**config.mk**
```make
export PLATFORM = sky130hd
export DESIGN_NAME = mem_bus_router
export DESIGN_NICKNAME = d
export VERILOG_FILES = /design/src/rtl/mem_bus_router.sv
export SDC_FILE = /design/constraint.sdc
export NUM_CORES = 1
export LEC_CHECK = 0
export BUFFER_PORTS_ARGS = -buffer_cell sky130_fd_sc_hd__buf_2
export CAP_MARGIN = 20
export CORE_MARGIN = 10
export CORE_UTILIZATION = 40
export CTS_BUF_LIST = sky130_fd_sc_hd__clkbuf_16
export DETAILED_ROUTE_END_ITERATION = 10
export PLACE_DENSITY = 0.76
export REMOVE_ABC_BUFFERS = 1
export SYNTH_ARGS = -nofsm -noshare
export SYNTH_HDL_FRONTEND = slang
export SYNTH_SLANG_ARGS = --single-unit
```
**constraint.sdc**
```tcl
create_clock -name clk_i -period 4.9 [get_ports clk_i]
set_clock_uncertainty 0.2 [all_clocks]
set_input_delay 0.245 -clock clk_i [delete_from_list [all_inputs] [get_ports clk_i]]
set_output_delay 0.245 -clock clk_i [all_outputs]
set_load 0.01 [all_outputs]
```
**src/rtl/mem_bus_router.sv**
```systemverilog
// mem_bus_router: routes PicoRV32 native memory requests to NSLV
// memory-mapped slaves through registered request and response stages.
// Unmapped addresses and slaves that never answer produce an error completion.
module mem_bus_router #(
    parameter int unsigned          NSLV        = 4,
    parameter logic [NSLV*32-1:0]   ADDR_BASE   = '0,
    parameter logic [NSLV*32-1:0]   ADDR_MASK   = '0,
    parameter logic [15:0]          TIMEOUT_CYC = 16'd1024,
    parameter logic [31:0]          ERR_RDATA   = 32'hDEAD_BEEF
) (
    input  logic                 clk_i,
    input  logic                 rst_n_i,
    input  logic                 core_valid_i,
    input  logic [31:0]          core_addr_i,
    input  logic [31:0]          core_wdata_i,
    input  logic [3:0]           core_wstrb_i,
    output logic [31:0]          core_rdata_o,
    output logic                 core_ready_o,
    output logic [NSLV-1:0]      slv_valid_o,
    output logic [31:0]          slv_addr_o,
    output logic [31:0]          slv_wdata_o,
    output logic [3:0]           slv_wstrb_o,
    input  logic [NSLV*32-1:0]   slv_rdata_i,
    input  logic [NSLV-1:0]      slv_ready_i,
    output logic                 err_o,
    output logic [31:0]          err_addr_o,
    output logic [15:0]          err_cnt_o
);

    localparam int unsigned IDX_W = (NSLV > 1) ? $clog2(NSLV) : 1;

    typedef enum logic [1:0] {
        ST_IDLE   = 2'd0,
        ST_ACCESS = 2'd1,
        ST_DONE   = 2'd2
    } state_t;

    state_t            state;
    logic [IDX_W-1:0]  sel_idx;
    logic [15:0]       tmo_cnt;

    logic              dec_hit_c;
    logic [IDX_W-1:0]  dec_idx_c;
    logic              sel_ready_c;
    logic [31:0]       sel_rdata_c;
    logic              timeout_c;

    // Address decode; scanning downwards lets the lowest matching index win.
    always_comb begin
        dec_hit_c = 1'b0;
        dec_idx_c = '0;
        for (int i = NSLV - 1; i >= 0; i--) begin
            if ((core_addr_i & ADDR_MASK[i*32 +: 32]) ==
                (ADDR_BASE[i*32 +: 32] & ADDR_MASK[i*32 +: 32])) begin
                dec_hit_c = 1'b1;
                dec_idx_c = IDX_W'(i);
            end
        end
    end

    // Response mux for the latched slave; other slaves' ready is ignored.
    always_comb begin
        sel_ready_c = 1'b0;
        sel_rdata_c = '0;
        for (int i = 0; i < NSLV; i++) begin
            if (sel_idx == IDX_W'(i)) begin
                sel_ready_c = slv_ready_i[i];
                sel_rdata_c = slv_rdata_i[i*32 +: 32];
            end
        end
    end

    // Expires at the end of the TIMEOUT_CYC-th ACCESS cycle; zero disables it.
    always_comb begin
        timeout_c = (TIMEOUT_CYC != 16'd0) && (tmo_cnt == (TIMEOUT_CYC - 16'd1));
    end

    // Request/response FSM with registered bus and error outputs.
    always_ff @(posedge clk_i or negedge rst_n_i) begin
        if (!rst_n_i) begin
            state        <= ST_IDLE;
            sel_idx      <= '0;
            tmo_cnt      <= '0;
            slv_valid_o  <= '0;
            slv_addr_o   <= '0;
            slv_wdata_o  <= '0;
            slv_wstrb_o  <= '0;
            core_ready_o <= 1'b0;
            core_rdata_o <= '0;
            err_o        <= 1'b0;
            err_addr_o   <= '0;
            err_cnt_o    <= '0;
        end else begin
            core_ready_o <= 1'b0;
            err_o        <= 1'b0;
            unique case (state)
                ST_IDLE: begin
                    if (core_valid_i) begin
                        slv_addr_o  <= core_addr_i;
                        slv_wdata_o <= core_wdata_i;
                        slv_wstrb_o <= core_wstrb_i;
                        sel_idx     <= dec_idx_c;
                        tmo_cnt     <= '0;
                        if (dec_hit_c) begin
                            slv_valid_o <= NSLV'(1) << dec_idx_c;
                            state       <= ST_ACCESS;
                        end else begin
                            core_ready_o <= 1'b1;
                            core_rdata_o <= ERR_RDATA;
                            err_o        <= 1'b1;
                            err_addr_o   <= core_addr_i;
                            if (err_cnt_o != 16'hFFFF) begin
                                err_cnt_o <= err_cnt_o + 16'd1;
                            end
                            state <= ST_DONE;
                        end
                    end
                end
                ST_ACCESS: begin
                    if (sel_ready_c) begin
                        slv_valid_o  <= '0;
                        core_ready_o <= 1'b1;
                        core_rdata_o <= sel_rdata_c;
                        state        <= ST_DONE;
                    end else if (timeout_c) begin
                        slv_valid_o  <= '0;
                        core_ready_o <= 1'b1;
                        core_rdata_o <= ERR_RDATA;
                        err_o        <= 1'b1;
                        err_addr_o   <= slv_addr_o;
                        if (err_cnt_o != 16'hFFFF) begin
                            err_cnt_o <= err_cnt_o + 16'd1;
                        end
                        state <= ST_DONE;
                    end else begin
                        tmo_cnt <= tmo_cnt + 16'd1;
                    end
                end
                ST_DONE: begin
                    state <= ST_IDLE;
                end
                default: begin
                    slv_valid_o <= '0;
                    state       <= ST_IDLE;
                end
            endcase
        end
    end

endmodule

```
== Word level (Yosys, flattened, before mapping) ==
Cells that the tools add are included.
Storage, ports and cells
  input port bits: 203
  output and inout bits: 154
  register bits after elaboration: 172
Cells by class
  bitwise operators: 2
  multiplexer cells: 19
  add/sub/neg operators: 2
  reduce and logical (&&, ||, !) cells: 10
  eq/ne operators: 8
Operator list (count)
  32-bit two-way mux: 2
  16-bit two-way mux: 3
  16-bit by 1-bit adder with 16-bit output, second input constant: 2
  16-bit one-hot mux with 2 select lines: 1
  16-bit by 10-bit == test with 1-bit output, second input constant: 1
  16-bit inequality test, second input constant: 1
  4-bit two-way mux: 3
  4-bit one-hot mux with 3 select lines: 1
  4-bit AND reduction: 2
  2-bit two-way mux: 3
  2-bit inequality test, second input constant: 3
  2-bit AND reduction: 3
  3-bit AND reduction: 2
  1-bit two-way mux: 5
  2-bit one-hot mux with 2 select lines: 1
  2-bit nonzero test: 2
  3-bit inequality test, second input constant: 1
  2-bit by 1-bit == test with 1-bit output, second input constant: 1
  2-bit == test, second input constant: 1
  2-bit logical NOT: 1
  1-bit NOT: 2

== Longest topological paths before layout ==
  depth in word-level cells: 4
  mapped depth: 9
  mapped depth without buffers: 7

== Worst setup path after synthesis ==
No wires, ideal clock.
  path type: register to register
  start: register tmo_cnt[0]
  end: register err_cnt_o[15]
  setup time: 125 ps
  arrival: 1837 ps
  required time: 4575 ps
  buffers on the path: 1
  clock period less this slack: 2162 ps
  cell stages (with the launch flop): 8
  path slack: 2738 ps
  cell sequence: dfrtp_1 -> ha_1 -> nand3_1 -> nor3_4 -> nand3_2 -> buf_6 -> nor4_2 -> mux2_2
Between the ends
  word-level cells in the longest chain between the ends: 2
Ends and longest elaborated chain
  start: declaration: RTL line 40  | logic [15:0] tmo_cnt;
  start signal: assignment: RTL line 136  | tmo_cnt <= tmo_cnt + 16'd1;
  16-bit by 10-bit == test with 1-bit output: RTL line 75  | timeout_c = (TIMEOUT_CYC != 16'd0) && (tmo_cnt == (TIMEOUT_CYC - 16'd1));
  4-bit AND reduction (no line)
  end signal: assignment: RTL line 113  | err_cnt_o <= err_cnt_o + 16'd1;
  end signal: assignment: RTL line 132  | err_cnt_o <= err_cnt_o + 16'd1;
  end: declaration: RTL line 27  | output logic [15:0] err_cnt_o
Every way passes these cells.
A chain may end at the register's enable or synchronous reset.

== Final worst setup path ==
  start: register state[1]
  end: register tmo_cnt[6]
Between the ends
  word-level cells in the longest chain between the ends: 3
  elaborated cells between the ends (all ways): 8
  those cells by class: eq/ne: 4; mux: 1; reduce/logical: 3
Ends and longest elaborated chain
  start: declaration: RTL line 38  | state_t state;
  start signal: assignment: RTL line 81  | state <= ST_IDLE;
  start signal: assignment: RTL line 106  | state <= ST_ACCESS;
  start signal: assignment: RTL line 115  | state <= ST_DONE;
  2-bit by 1-bit == test with 1-bit output or 2-bit logical NOT (tied branches): RTL line 96  | unique case (state)
  2-bit inequality test (no line) or 2-bit nonzero test (tied branches)
  4-bit AND reduction (no line)
Parallel ways exist; a longest one is shown, timed or not.

==> impl_metrics.json <==
{
  "clock_latency_ps": 420,
  "synthTopCellsByArea": "dfrtp_1 (62%), nand2_1 (18%), a221o_1 (3.5%)",
  "hold_ws_ps": 190.3,
  "ys_types": 43,
  "wire_per_inst_um": 17.13,
  "nNetsFinal": 1247,
  "start_util": 0.4097,
  "slew_headroom": 0.2621,
  "synthArstFlopShare": 1.000,
  "yosysTopAreaCellShare": 0.6203,
  "grt_pass1_vias": 6623,
  "fp-row-count": 47,
  "postRouteAntennaNets": 0,
  "cp.required_ps": 4980,
  "grt_use_total": 0.1903,
  "grt_pass1_wl_um": 34620,
  "fp.dieArea_mm2": 0.02267,
  "wl_um": 21850,
  "maxCapViolCount": 0,
  "ir_worst_vdd_v": 0.0002777,
  "htree_levels": 4,
  "synth_warnings": 0,
  "crit_fanout": 14,
  "slew_viol_final": 0,
  "end_kind": "register",
  "dieWidth_um": 150.6,
  "cts.sinks": 169,
  "path_clk_slew_ps": 60,
  "overflow": 0,
  "fin_crit_sh": 0.5877,
  "ctsHoldBuffers": 102,
  "dr.pass1.iters": 6,
  "fmax_ghz": 0.3473,
  "vias": 6335,
  "cts_resized": 0,
  "cts_made_buffers": 17,
  "routabilityCongestion": 0.8078,
  "p_per_area_mw_per_mm2": 473.1,
  "core_mm2": 0.01664,
  "worst-setup-path-type": "reg2reg",
  "port_buffers": 254,
  "dpl.hpwl_um": 13590,
  "hold_violations": 0,
  "finalCriticalPeriod_ps": 2880,
  "startpoint_type": "register",
  "nFillCells": 1313,
  "area_growth_syn_to_layout_pct": 44.60,
  "grt_max_degree": 104,
  "critPathArrivalTime_ps": 2960,
  "netlist_area_mm2": 0.006818,
  "status": "complete, no violations",
  "p_leak_uw": 0.005375,
  "first_iter_violations": 278,
  "rsz0062_at_grt": "no",
  "drc": 0,
  "cts-root-buf": "clkbuf_16",
  "min_path_type": "in2async",
  "synth_area_leader_cell": "dfrtp_1",
  "ys_seq_elements": 169,
  "finalSetupTns_ps": 0,
  "tightest_slew_ps": 1107,
  "yosys_most_used_dff": "dfrtp_1",
  "worst-r2r-setup-slack_ps": 2020,
  "synthCells": 699,
  "avgViaCountPerCell": 4.965,
  "dieHeight_um": 150.6,
  "io_pins": 357,
  "clock_path_buffers": 2,
  "cts_tree": "built",
  "drive_gt1_frac": 0.2884,
  "syn_area_per_cell_um2": 9.754,
  "grt_antenna_before_repair": 1,
  "seq_area_frac_synth": 0.6203,
  "postCtsSetupBuffers": 0,
  "synth_edf_count": 0,
  "finalSetupViolCount": 0
}
-- sequential cells by signal, indices dropped and copies added (netlist names) --
register and flops:
err_addr_o 32, core_rdata_o 32, core_ready_o 1, slv_wstrb_o 4
slv_addr_o 32, slv_valid_o 1, err_cnt_o 16, tmo_cnt 16
slv_wdata_o 32, state 2, err_o 1
-- power breakdown --
group | switching (uW) | total [uW] | internal (uW)
sequential | 246 | 2030 | 1780
combinational | 776 | 1360 | 579
clock | 542 | 1280 | 741
total | 1560 | 4660 | 3100
-- metrics by stage --
stage / utilization / area (um2) / std cells / setup WS, ps / total power, uW
2_1_floorplan: - / 6623 / 659 / 1399 / 2644
3_3_place_gp: 0.4954 / 8244 / 1140 / 2070 / 3260
3_5_place_dp: 0.4954 / 8244 / 1140 / 2046 / 3295
4_1_cts: 0.5904 / 9826 / 1273 / 2037 / 4660
5_1_grt: 0.5922 / 9856 / 1275 / 1754 / 4944
6_report: 0.5924 / 9858 / 1276 / 2020 / 4664
-- critical path, stage by stage (launching register included) --
cell      delay [ps]
dfrtp_1          400
nor2b_1          580
nand2b_1         150
a21oi_1          870
nor2_1           190
inv_2            220
a31oi_1          120
-- final cells by class --
type / count / area [um2] / area share
inverters: 5 / 18.77 / 0.001904
well taps: 220 / 275.3 / 0.02792
repair buffers: 364 / 2391 / 0.2425
multi-input cells: 485 / 2379 / 0.2413
clock inverters: 14 / 135.1 / 0.01371
clock buffers: 17 / 425.4 / 0.04315
diodes: 2 / 5.005 / 0.0005077
flip-flops and latches: 169 / 4229 / 0.4290
-- Yosys cell counts, types with 2 or more instances --
| cell | count |
|---|---|
| a221o_1 | 24 |
| a21oi_1 | 8 |
| xnor2_1 | 10 |
| buf_6 | 3 |
| a22o_1 | 8 |
| buf_1 | 3 |
| inv_1 | 4 |
| nand2_1 | 318 |
| buf_4 | 3 |
| ha_1 | 2 |
| nor3_1 | 6 |
| a31oi_1 | 10 |
| or3_1 | 3 |
| and3_1 | 10 |
| a41oi_1 | 2 |
| nand2b_1 | 4 |
| nand3_1 | 21 |
| nor2_1 | 13 |
| and2_1 | 4 |
| buf_2 | 9 |
| dfrtp_1 | 169 |
| a211o_1 | 2 |
| clkbuf_1 | 24 |
| nor4_1 | 3 |
| xor2_1 | 2 |
| mux2_2 | 4 |
| o21ai_0 | 6 |
| nand4_1 | 8 |
| nand3_2 | 2 |
-- worst paths after layout --
check,start,endpoint,cells past startpoint
worst min-delay path,rst_n_i,core_rdata_o[14]$_DFFE_PN0P_,2
worst max-delay path,state[1]$_DFFE_PN0P_,tmo_cnt[6]$_DFFE_PN0P_,6
max in group asynchronous,rst_n_i,err_addr_o[15]$_DFFE_PN0P_,3
min in group clk_i,err_addr_o[26]$_DFFE_PN0P_,err_addr_o[26]$_DFFE_PN0P_,2
worst max register to register,state[1]$_DFFE_PN0P_,tmo_cnt[6]$_DFFE_PN0P_,6
worst min register to register,err_addr_o[26]$_DFFE_PN0P_,err_addr_o[26]$_DFFE_PN0P_,2
-- logic make-up after synthesis --
| logic type | Yosys count | share of synthesized area |
|---|---|---|
| AO/OA/AOI/OAI | 67 | 0.07855 |
| XOR/XNOR | 12 | 0.01542 |
| adder cells (fa/ha/maj) | 2 | 0.003670 |
| buffers and inverters | 47 | 0.03248 |
| flip-flops | 169 | 0.6203 |
| multiplexers | 5 | 0.008074 |
| other | 1 | 0.0005500 |
| AND/OR/NAND/NOR | 396 | 0.2410 |
-- cell usage in the layout, fill, tap and decap left out, types with 8 or more instances in the layout --
cell type and count:
and3_1 10, xnor2_1 10, nand3_1 21, clkbuf_16 17
dfrtp_1 169, nor2_1 13, a21oi_1 8, a22o_1 8
dlygate4sd3_1 102, a221o_1 24, nand4_1 8, nand2_1 317
buf_2 253, a31oi_1 10
-- routing by layer --
metal,vias up,part of all wire,GRT usage,wire length [um]
met5,-,0,0,0
met4,0,0.020,0.06608,437
met3,30,0.12,0.09244,2601
met2,273,0.46,0.2992,10020
met1,3048,0.40,0.2223,8800
li1,2984,-,-,-
No activity file was read; power rests on OpenSTA's default activity.
